===== src/rtl/noc_pkg.sv =====
// noc_pkg
// Shared definitions for the NoC flit link: flit field widths, the flit
// record carried between router ports and local adapters, the default
// credit/buffer depth, and small helpers used by the flit-side blocks.
package noc_pkg;

    localparam int FLIT_WIDTH   = 32;
    localparam int TDEST_WIDTH  = 4;
    localparam int TID_WIDTH    = 2;
    localparam int DEST_WIDTH   = TDEST_WIDTH + TID_WIDTH;
    localparam int BUFFER_DEPTH = 4;

    // One flit as stored in a credit buffer. dest is {tid, tdest}.
    typedef struct packed {
        logic [FLIT_WIDTH-1:0] data;
        logic [DEST_WIDTH-1:0] dest;
        logic                  is_tail;
    } flit_t;

    // Output register of an egress adapter: either holding a beat for the
    // sink or free to accept the next completed beat.
    typedef enum logic {
        OUT_FREE  = 1'b0,
        OUT_VALID = 1'b1
    } out_state_e;

    // Width of a counter that indexes n slots; never less than one bit so a
    // single-slot collector still has a legal counter.
    function automatic int cnt_width(input int n);
        return (n > 1) ? $clog2(n) : 1;
    endfunction

endpackage


===== src/rtl/noc_credit_fifo.sv =====
// noc_credit_fifo
// Synchronous FIFO holding flits between the link and a consumer. Its depth
// equals the number of credits the transmitter starts with, so under a
// correct credit protocol it never overflows. A push while full is refused
// unless a pop happens on the same edge, which frees the slot in time.
//
// Ports:
//   clk, rst   clock, asynchronous active-high reset (empties the FIFO)
//   push       write push_data this edge (ignored when full without a pop)
//   push_data  flit to store
//   pop        remove the head this edge (ignored when empty)
//   pop_data   current head flit (valid only when empty=0)
//   full       all DEPTH slots occupied
//   empty      no flit stored
module noc_credit_fifo #(
    parameter type T     = noc_pkg::flit_t,
    parameter int  DEPTH = noc_pkg::BUFFER_DEPTH
) (
    input  logic clk,
    input  logic rst,
    input  logic push,
    input  T     push_data,
    input  logic pop,
    output T     pop_data,
    output logic full,
    output logic empty
);

    localparam int AW = $clog2(DEPTH);

    // Pointers carry one extra wrap bit to tell full from empty.
    logic [AW:0] wr_ptr;
    logic [AW:0] rd_ptr;
    T            mem [DEPTH];
    logic        wr_en;
    logic        rd_en;

    always_comb begin
        empty    = (wr_ptr == rd_ptr);
        full     = (wr_ptr[AW] != rd_ptr[AW]) && (wr_ptr[AW-1:0] == rd_ptr[AW-1:0]);
        rd_en    = pop && !empty;
        wr_en    = push && (!full || rd_en);
        pop_data = mem[rd_ptr[AW-1:0]];
    end

    always_ff @(posedge clk or posedge rst) begin
        if (rst) begin
            wr_ptr <= '0;
            rd_ptr <= '0;
        end else begin
            if (wr_en) wr_ptr <= wr_ptr + 1'b1;
            if (rd_en) rd_ptr <= rd_ptr + 1'b1;
        end
    end

    // Storage needs no reset: a slot is only read after it has been written.
    always_ff @(posedge clk) begin
        if (wr_en) mem[wr_ptr[AW-1:0]] <= push_data;
    end

endmodule


===== src/rtl/noc_flit_to_axis_rx.sv =====
// noc_flit_to_axis_rx
// Egress adapter on a router's local output port. Flits arriving on the
// credit-controlled link are buffered, gathered SERIALIZATION_FACTOR at a time
// (or up to a tail flit) into one AXI-Stream beat, and presented to the
// attached sink. One credit pulse is returned for each flit leaving the buffer.
//
// Ports:
//   clk, rst          clock, asynchronous active-high reset
//   data_in           flit payload
//   dest_in           flit destination {tid, tdest}
//   is_tail_in        last flit of the packet
//   send_in           flit valid this cycle
//   credit_out        one-cycle pulse per freed buffer slot
//   axis_out_*        AXI-Stream master: tvalid/tready/tdata/tlast/tdest/tid
//   overflow_err      sticky: a flit arrived while the buffer was full
module noc_flit_to_axis_rx #(
    parameter int FLIT_WIDTH           = noc_pkg::FLIT_WIDTH,
    parameter int SERIALIZATION_FACTOR = 1,
    parameter int TDEST_WIDTH          = noc_pkg::TDEST_WIDTH,
    parameter int TID_WIDTH            = noc_pkg::TID_WIDTH,
    parameter int DEST_WIDTH           = TDEST_WIDTH + TID_WIDTH,
    parameter int BUFFER_DEPTH         = noc_pkg::BUFFER_DEPTH,
    parameter int TDATA_WIDTH          = FLIT_WIDTH * SERIALIZATION_FACTOR
) (
    input  logic                   clk,
    input  logic                   rst,
    input  logic [FLIT_WIDTH-1:0]  data_in,
    input  logic [DEST_WIDTH-1:0]  dest_in,
    input  logic                   is_tail_in,
    input  logic                   send_in,
    output logic                   credit_out,
    output logic                   axis_out_tvalid,
    input  logic                   axis_out_tready,
    output logic [TDATA_WIDTH-1:0] axis_out_tdata,
    output logic                   axis_out_tlast,
    output logic [TDEST_WIDTH-1:0] axis_out_tdest,
    output logic [TID_WIDTH-1:0]   axis_out_tid,
    output logic                   overflow_err
);

    import noc_pkg::*;

    localparam int SF    = SERIALIZATION_FACTOR;
    localparam int CNT_W = cnt_width(SF);
    localparam logic [CNT_W-1:0] LAST_SLOT = CNT_W'(SF - 1);

    typedef struct packed {
        logic [FLIT_WIDTH-1:0] data;
        logic [DEST_WIDTH-1:0] dest;
        logic                  is_tail;
    } rx_flit_t;

    rx_flit_t               in_flit;
    rx_flit_t               head;
    logic                   fifo_full;
    logic                   fifo_empty;
    logic                   pop;
    logic                   completes;
    logic                   load;
    logic                   out_free;
    logic                   overflow;
    logic [CNT_W-1:0]       count;
    logic [FLIT_WIDTH-1:0]  slots [SF];
    logic [DEST_WIDTH-1:0]  beat_dest;
    logic [DEST_WIDTH-1:0]  first_dest;
    logic [TDATA_WIDTH-1:0] beat_data;
    out_state_e             out_state;

    assign in_flit = '{data: data_in, dest: dest_in, is_tail: is_tail_in};

    noc_credit_fifo #(
        .T     (rx_flit_t),
        .DEPTH (BUFFER_DEPTH)
    ) u_fifo (
        .clk       (clk),
        .rst       (rst),
        .push      (send_in),
        .push_data (in_flit),
        .pop       (pop),
        .pop_data  (head),
        .full      (fifo_full),
        .empty     (fifo_empty)
    );

    // A flit that would complete a beat may only leave the FIFO when the
    // output register can take the beat on this edge (free, or draining).
    // The beat is assembled with the head flit dropped into its slot; slots
    // above it are still zero from the last clear, which zero-fills early tails.
    always_comb begin
        completes  = (count == LAST_SLOT) || head.is_tail;
        out_free   = (out_state == OUT_FREE) || axis_out_tready;
        pop        = !fifo_empty && (!completes || out_free);
        load       = pop && completes;
        overflow   = send_in && fifo_full && !pop;
        first_dest = (count == '0) ? head.dest : beat_dest;
        beat_data  = '0;
        for (int i = 0; i < SF; i++) begin
            beat_data[i*FLIT_WIDTH +: FLIT_WIDTH] =
                (count == CNT_W'(i)) ? head.data : slots[i];
        end
    end

    // Collector: partial beats accumulate here; a completed beat clears every
    // slot so the next beat starts from zero.
    always_ff @(posedge clk or posedge rst) begin
        if (rst) begin
            count     <= '0;
            beat_dest <= '0;
            for (int i = 0; i < SF; i++) slots[i] <= '0;
        end else if (pop) begin
            if (completes) begin
                count <= '0;
                for (int i = 0; i < SF; i++) slots[i] <= '0;
            end else begin
                count <= count + 1'b1;
                if (count == '0) beat_dest <= head.dest;
                for (int i = 0; i < SF; i++) begin
                    if (count == CNT_W'(i)) slots[i] <= head.data;
                end
            end
        end
    end

    // Output register: a new beat may replace one being accepted on the same
    // edge, giving back-to-back beats without a bubble.
    always_ff @(posedge clk or posedge rst) begin
        if (rst) begin
            out_state      <= OUT_FREE;
            axis_out_tdata <= '0;
            axis_out_tlast <= 1'b0;
            axis_out_tdest <= '0;
            axis_out_tid   <= '0;
        end else begin
            if (load) begin
                axis_out_tdata <= beat_data;
                axis_out_tlast <= head.is_tail;
                axis_out_tdest <= first_dest[TDEST_WIDTH-1:0];
                axis_out_tid   <= first_dest[DEST_WIDTH-1:TDEST_WIDTH];
            end
            case (out_state)
                OUT_FREE:  if (load) out_state <= OUT_VALID;
                OUT_VALID: if (!load && axis_out_tready) out_state <= OUT_FREE;
                default:   out_state <= OUT_FREE;
            endcase
        end
    end

    assign axis_out_tvalid = (out_state == OUT_VALID);

    // A credit goes back one cycle after each pop; a refused flit earns none
    // and latches the protocol-violation flag until reset.
    always_ff @(posedge clk or posedge rst) begin
        if (rst) begin
            credit_out   <= 1'b0;
            overflow_err <= 1'b0;
        end else begin
            credit_out <= pop;
            if (overflow) overflow_err <= 1'b1;
        end
    end

endmodule


===== config.mk =====
export PLATFORM = sky130hd
export DESIGN_NAME = noc_flit_to_axis_rx
export DESIGN_NICKNAME = d
export VERILOG_FILES = /design/src/rtl/noc_pkg.sv /design/src/rtl/noc_credit_fifo.sv /design/src/rtl/noc_flit_to_axis_rx.sv
export SDC_FILE = /design/constraint.sdc
export NUM_CORES = 1
export LEC_CHECK = 0
export BUFFER_PORTS_ARGS = -buffer_cell sky130_fd_sc_hd__buf_2
export CAP_MARGIN = 20
export CELL_PAD_IN_SITES_DETAIL_PLACEMENT = 1
export CELL_PAD_IN_SITES_GLOBAL_PLACEMENT = 1
export CORE_ASPECT_RATIO = 2
export CORE_UTILIZATION = 35
export CTS_BUF_LIST = sky130_fd_sc_hd__clkbuf_4
export CTS_CLUSTER_SIZE = 40
export DETAILED_ROUTE_END_ITERATION = 6
export HOLD_SLACK_MARGIN = 0.1
export PLACE_DENSITY_LB_ADDON = 0.1
export SLEW_MARGIN = 30
export SYNTH_ARGS = -nofsm -noshare
export SYNTH_HDL_FRONTEND = slang
export SYNTH_SLANG_ARGS = --single-unit

===== constraint.sdc =====
create_clock -name clk -period 8.8 [get_ports clk]
set_input_delay 0.44 -clock clk [delete_from_list [all_inputs] [get_ports clk]]
set_output_delay 0.44 -clock clk [all_outputs]
set_load 0.1 [all_outputs]

==> impl.org <==
** Global route
- Global-route met1 utilization :: 0.1492
- Initial antenna violation count :: 1
- In the global route stage, met2 resource usage came out at 0.3029.
- For met3 alone, demand over resource in global routing was 0.02699.
- Summed over all layers, the global routing overflow is 0.
- Layer with the highest usage after global routing :: met2
- Global-route total usage across every layer :: 0.1519
- The first global-routing pass estimated ~32000 um of wire.
- Largest net degree at the start of global routing :: 70
- The via count of the first global-routing pass came to between 5k and 6k.

** Floorplan
- The initialized floorplan defines 84 standard-cell rows.
- During I/O placement, the number of pins put on the boundary was 85.
- Initial standard-cell utilization of the core :: 0.3583
- The floorplan step defined a die boundary enclosing between 20000 and 30000 um^2.
- Die span in y :: approximately 230 um
- From left edge to right edge, the die measures between 100 and 150 um.
- Area inside the core boundary :: around 26000 um^2

** CTS
- Clock tree synthesis selected as its root buffer the cell sky130_fd_sc_hd__clkbuf_4.
- Clock tree from TritonCTS :: built
- The H-tree generated during clock tree synthesis spans 2 levels.
- Clk_lat worst skew :: 0.69 ns
- Post-cts resize count :: 0
- The number of hold buffers added after CTS was 41.
- Buffers added to address setup during post-CTS repair amount to 0.
- CTS saw 243 sinks.
- In this run, CTS created clock tree buffers numbering 53.
- The clock passes through at most 3 buffers.
- After clock tree synthesis, the clock-pin slew on the worst setup and hold paths is roughly 0.08 ns.

** Logic synthesis
- Of the post-synthesis cell area, the dominant cell type holds 0.4956.
- Syn_area_per_cell :: approximately 19 um^2
- Yosys cell types :: 34
- Biggest area contributors in the synthesized netlist :: sky130_fd_sc_hd__edfxtp_1 (50%), sky130_fd_sc_hd__dfrtp_1 (23%), sky130_fd_sc_hd__mux4_2 (9.1%)
- Top flip-flop cell by instance count after synthesis :: sky130_fd_sc_hd__edfxtp_1
- For this run, asynchronously set or reset flops after synthesis account for 0.3580.
- Yosys instantiated no cell more often than sky130_fd_sc_hd__edfxtp_1.
- Largest area contributor in the synthesized netlist :: sky130_fd_sc_hd__edfxtp_1
- The commonest cells after synthesis are sky130_fd_sc_hd__edfxtp_1 (156), sky130_fd_sc_hd__dfrtp_1 (87), sky130_fd_sc_hd__mux2i_1 (62).
- Flip-flop and latch count after synthesis :: 243
- Synth Net Count :: roughly 540
- The synthesized netlist occupies a cell area of between 9000 and 10000 um^2.
- Of the synthesized area, sequential elements account for 0.7260.
- Post-synth EDFFs :: ~160
- In the synthesized netlist, the number of instances is approximately 500.
- The Yosys step of the flow raised 0 warnings.

** Run status
- The flow ran to the end, and the final reports show no timing, DRC or antenna violations.

** Timing
- Setup total negative slack on the finished layout was measured at 0 ns.
- Setup violations remaining at the end of the flow were counted as 0.
- Number of slew-limit violations in the final report :: 0
- Transition at the pin with the smallest max-transition slack :: between 0.8 and 0.9 ns
- Across the routed clock network, the largest skew measured is 0.05178 ns.
- For this run, the top clock speed supported by timing is 342.4 MHz.
- Setup repair after global routing left no endpoint under its margin.
- Normalized max-slew margin :: 0.4607
- Across all hold checks on the routed design, the worst slack comes to ~0.27 ns.
- For the finished layout, the period the worst path requires is roughly 2.9 ns.
- Post-route fraction of the period consumed by the critical path :: 0.3319
- Count of endpoints failing hold in the final timing report :: 0

** Hold path
- Worst Hold Class :: primary input to asynchronous set/reset pin

** Worst setup path
- In this run the worst path has a maximum fanout of 41.
- STA puts the critical path data required time at 9.08 ns.
- Class of the most critical setup path :: flip-flop to flip-flop
- The critical path ends at u_fifo.mem[1][25].
- At the worst endpoint, the arrival time is 3.20 ns.
- Beginning of the worst register-to-register path :: count
- FF-to-FF setup slack :: 5.88 ns
- The endpoint identified for the worst register-to-register timing path is u_fifo.mem[1][25].
- Nature of the critical path startpoint :: flip-flop
- Number of cells traversed by the worst register-to-register path :: 6
- Kind of end point of the critical path :: flip-flop
- Tracing the worst setup path back leads to its startpoint at count.

** Final layout
- Post-route non-filler standard cell count :: 1042
- Fill cell total of the finished layout :: 2634
- At the end of the flow, the number of nets in the layout was roughly 700.
- Area overhead of the layout relative to synthesis :: 20.27%
- Layout cells sized above 1 :: 0.3443

** Drt
- Detail Route Antenna Nets :: 0
- # DRC :: 0
- The first detailed-routing pass took 4 iterations.
- For this block, the initial DRC count from the detailed router was 146.
- In the routed layout, each cell is associated on average with a via count of 4.751.
- Total Routed Length :: 20030 um
- Routed wire length per instance :: 19.22 um
- Vias :: 4951

** Flow run
- Across the run, the number of max-cap violations was 0.

** Pwr
- Max VDD drop :: 0.0001809 V
- Leak Pwr :: 4.401 nW
- Power spread over the standard cell area amounts to about 390 nW/um^2.

** Placed design
- Post-DP HPWL :: 11620 um
- Cells after DPL :: 900
- Input and output buffers added on the ports amount to 84.
- Routability Congestion :: 0.6919
[flip-flops by register name, summed over array words and instances (netlist names)]
register	flops
u_fifo.rd_ptr	3
u_fifo.mem	156
beat_dest	6
axis_out_tdest	4
u_fifo.wr_ptr	3
slots	32
overflow_err	1
axis_out_tdata	32
axis_out_tid	2
axis_out_tvalid	1
count	1
axis_out_tlast	1
credit_out	1
[layout by cell type, fill, tap and decap left out, types with 2 or more instances in the layout]
cell,instances
sky130_fd_sc_hd__ha_1,5
sky130_fd_sc_hd__dfrtp_1,84
sky130_fd_sc_hd__nand2b_1,2
sky130_fd_sc_hd__buf_4,7
sky130_fd_sc_hd__mux2_1,4
sky130_fd_sc_hd__mux4_2,38
sky130_fd_sc_hd__bufinv_16,3
sky130_fd_sc_hd__a32o_1,2
sky130_fd_sc_hd__clkbuf_4,71
sky130_fd_sc_hd__o2bb2ai_1,31
sky130_fd_sc_hd__and2_1,2
sky130_fd_sc_hd__dlygate4sd3_1,41
sky130_fd_sc_hd__inv_1,34
sky130_fd_sc_hd__edfxtp_1,156
sky130_fd_sc_hd__mux2i_1,62
sky130_fd_sc_hd__buf_2,84
sky130_fd_sc_hd__mux2_2,15
sky130_fd_sc_hd__xnor2_1,5
sky130_fd_sc_hd__and2_2,3
sky130_fd_sc_hd__dfrtp_2,2
sky130_fd_sc_hd__nand2_1,2
sky130_fd_sc_hd__clkinv_1,19
sky130_fd_sc_hd__clkinv_2,5
[per-layer routing]
layer | up-vias | wire (um)
li1 | 2244 | -
met1 | 2555 | 7128
met2 | 109 | 11640
met3 | 43 | 703
met4 | 0 | 554
met5 | - | 0
[cell type report]
type	instances	area [um^2]	area share
inverter	35	133.9	0.01178
sequential	243	6868	0.6042
clock buffer	71	533.0	0.04689
multi-input combinational	186	2291	0.2015
timing repair buffer	134	914.6	0.08046
clock inverter	28	193.9	0.01706
tap	344	430.4	0.03786
antenna	1	2.502	0.0002201
[worst max-delay path: stages, from the launching register on]
cell	delay [ns]
sky130_fd_sc_hd__dfrtp_2	0.34
sky130_fd_sc_hd__buf_4	0.60
sky130_fd_sc_hd__nor2b_1	0.29
sky130_fd_sc_hd__a221oi_2	0.14
sky130_fd_sc_hd__a21boi_1	0.38
sky130_fd_sc_hd__and2_2	0.21
sky130_fd_sc_hd__buf_4	0.52
[metrics by stage]
stage | total power, mW | area, um^2 | utilization | setup slack [ns]
floorplan | 3.152 | 9452 | - | 5.198
global placement | 3.476 | 10200 | 0.3868 | 5.777
detailed placement | 3.521 | 10200 | 0.3868 | 5.658
CTS | 4.467 | 11340 | 0.4299 | 5.636
finish | 4.382 | 11370 | 0.4309 | 5.879
global route | 4.618 | 11370 | 0.4309 | 5.680
[power breakdown]
part	switching [mW]	internal (mW)	total [mW]
Sequential	0.146	1.51	1.65
Clock	0.444	0.469	0.913
Combinational	1.29	0.525	1.82
Total	1.88	2.50	4.38
[kinds of logic (layout without fill, tap and decap cells)]
group,after synthesis,after routing,synth area share
AO/OA/AOI/OAI,41,41,0.03759
XOR/XNOR,6,6,0.005560
adder cells (fa/ha/maj),5,5,0.006619
buffers and inverters,66,268,0.03468
flip-flops,243,243,0.7260
multiplexers,119,119,0.1788
other,0,1,0
AND/OR/NAND/NOR,15,15,0.01072
[worst min path at each step]
stage	start	endpoint	slack, ns	cells after the start
finish	rst	axis_out_tdata[9]	0.27	3
global placement	beat_dest[3]	beat_dest[3]	0.36	0
global route	rst	slots[17]	0.26	3
CTS	rst	axis_out_tdata[9]	0.21	3
detailed placement	beat_dest[2]	beat_dest[2]	0.36	0
floorplan	beat_dest[0]	beat_dest[0]	0.42	1
No activity file was read; power rests on OpenSTA's default activity.
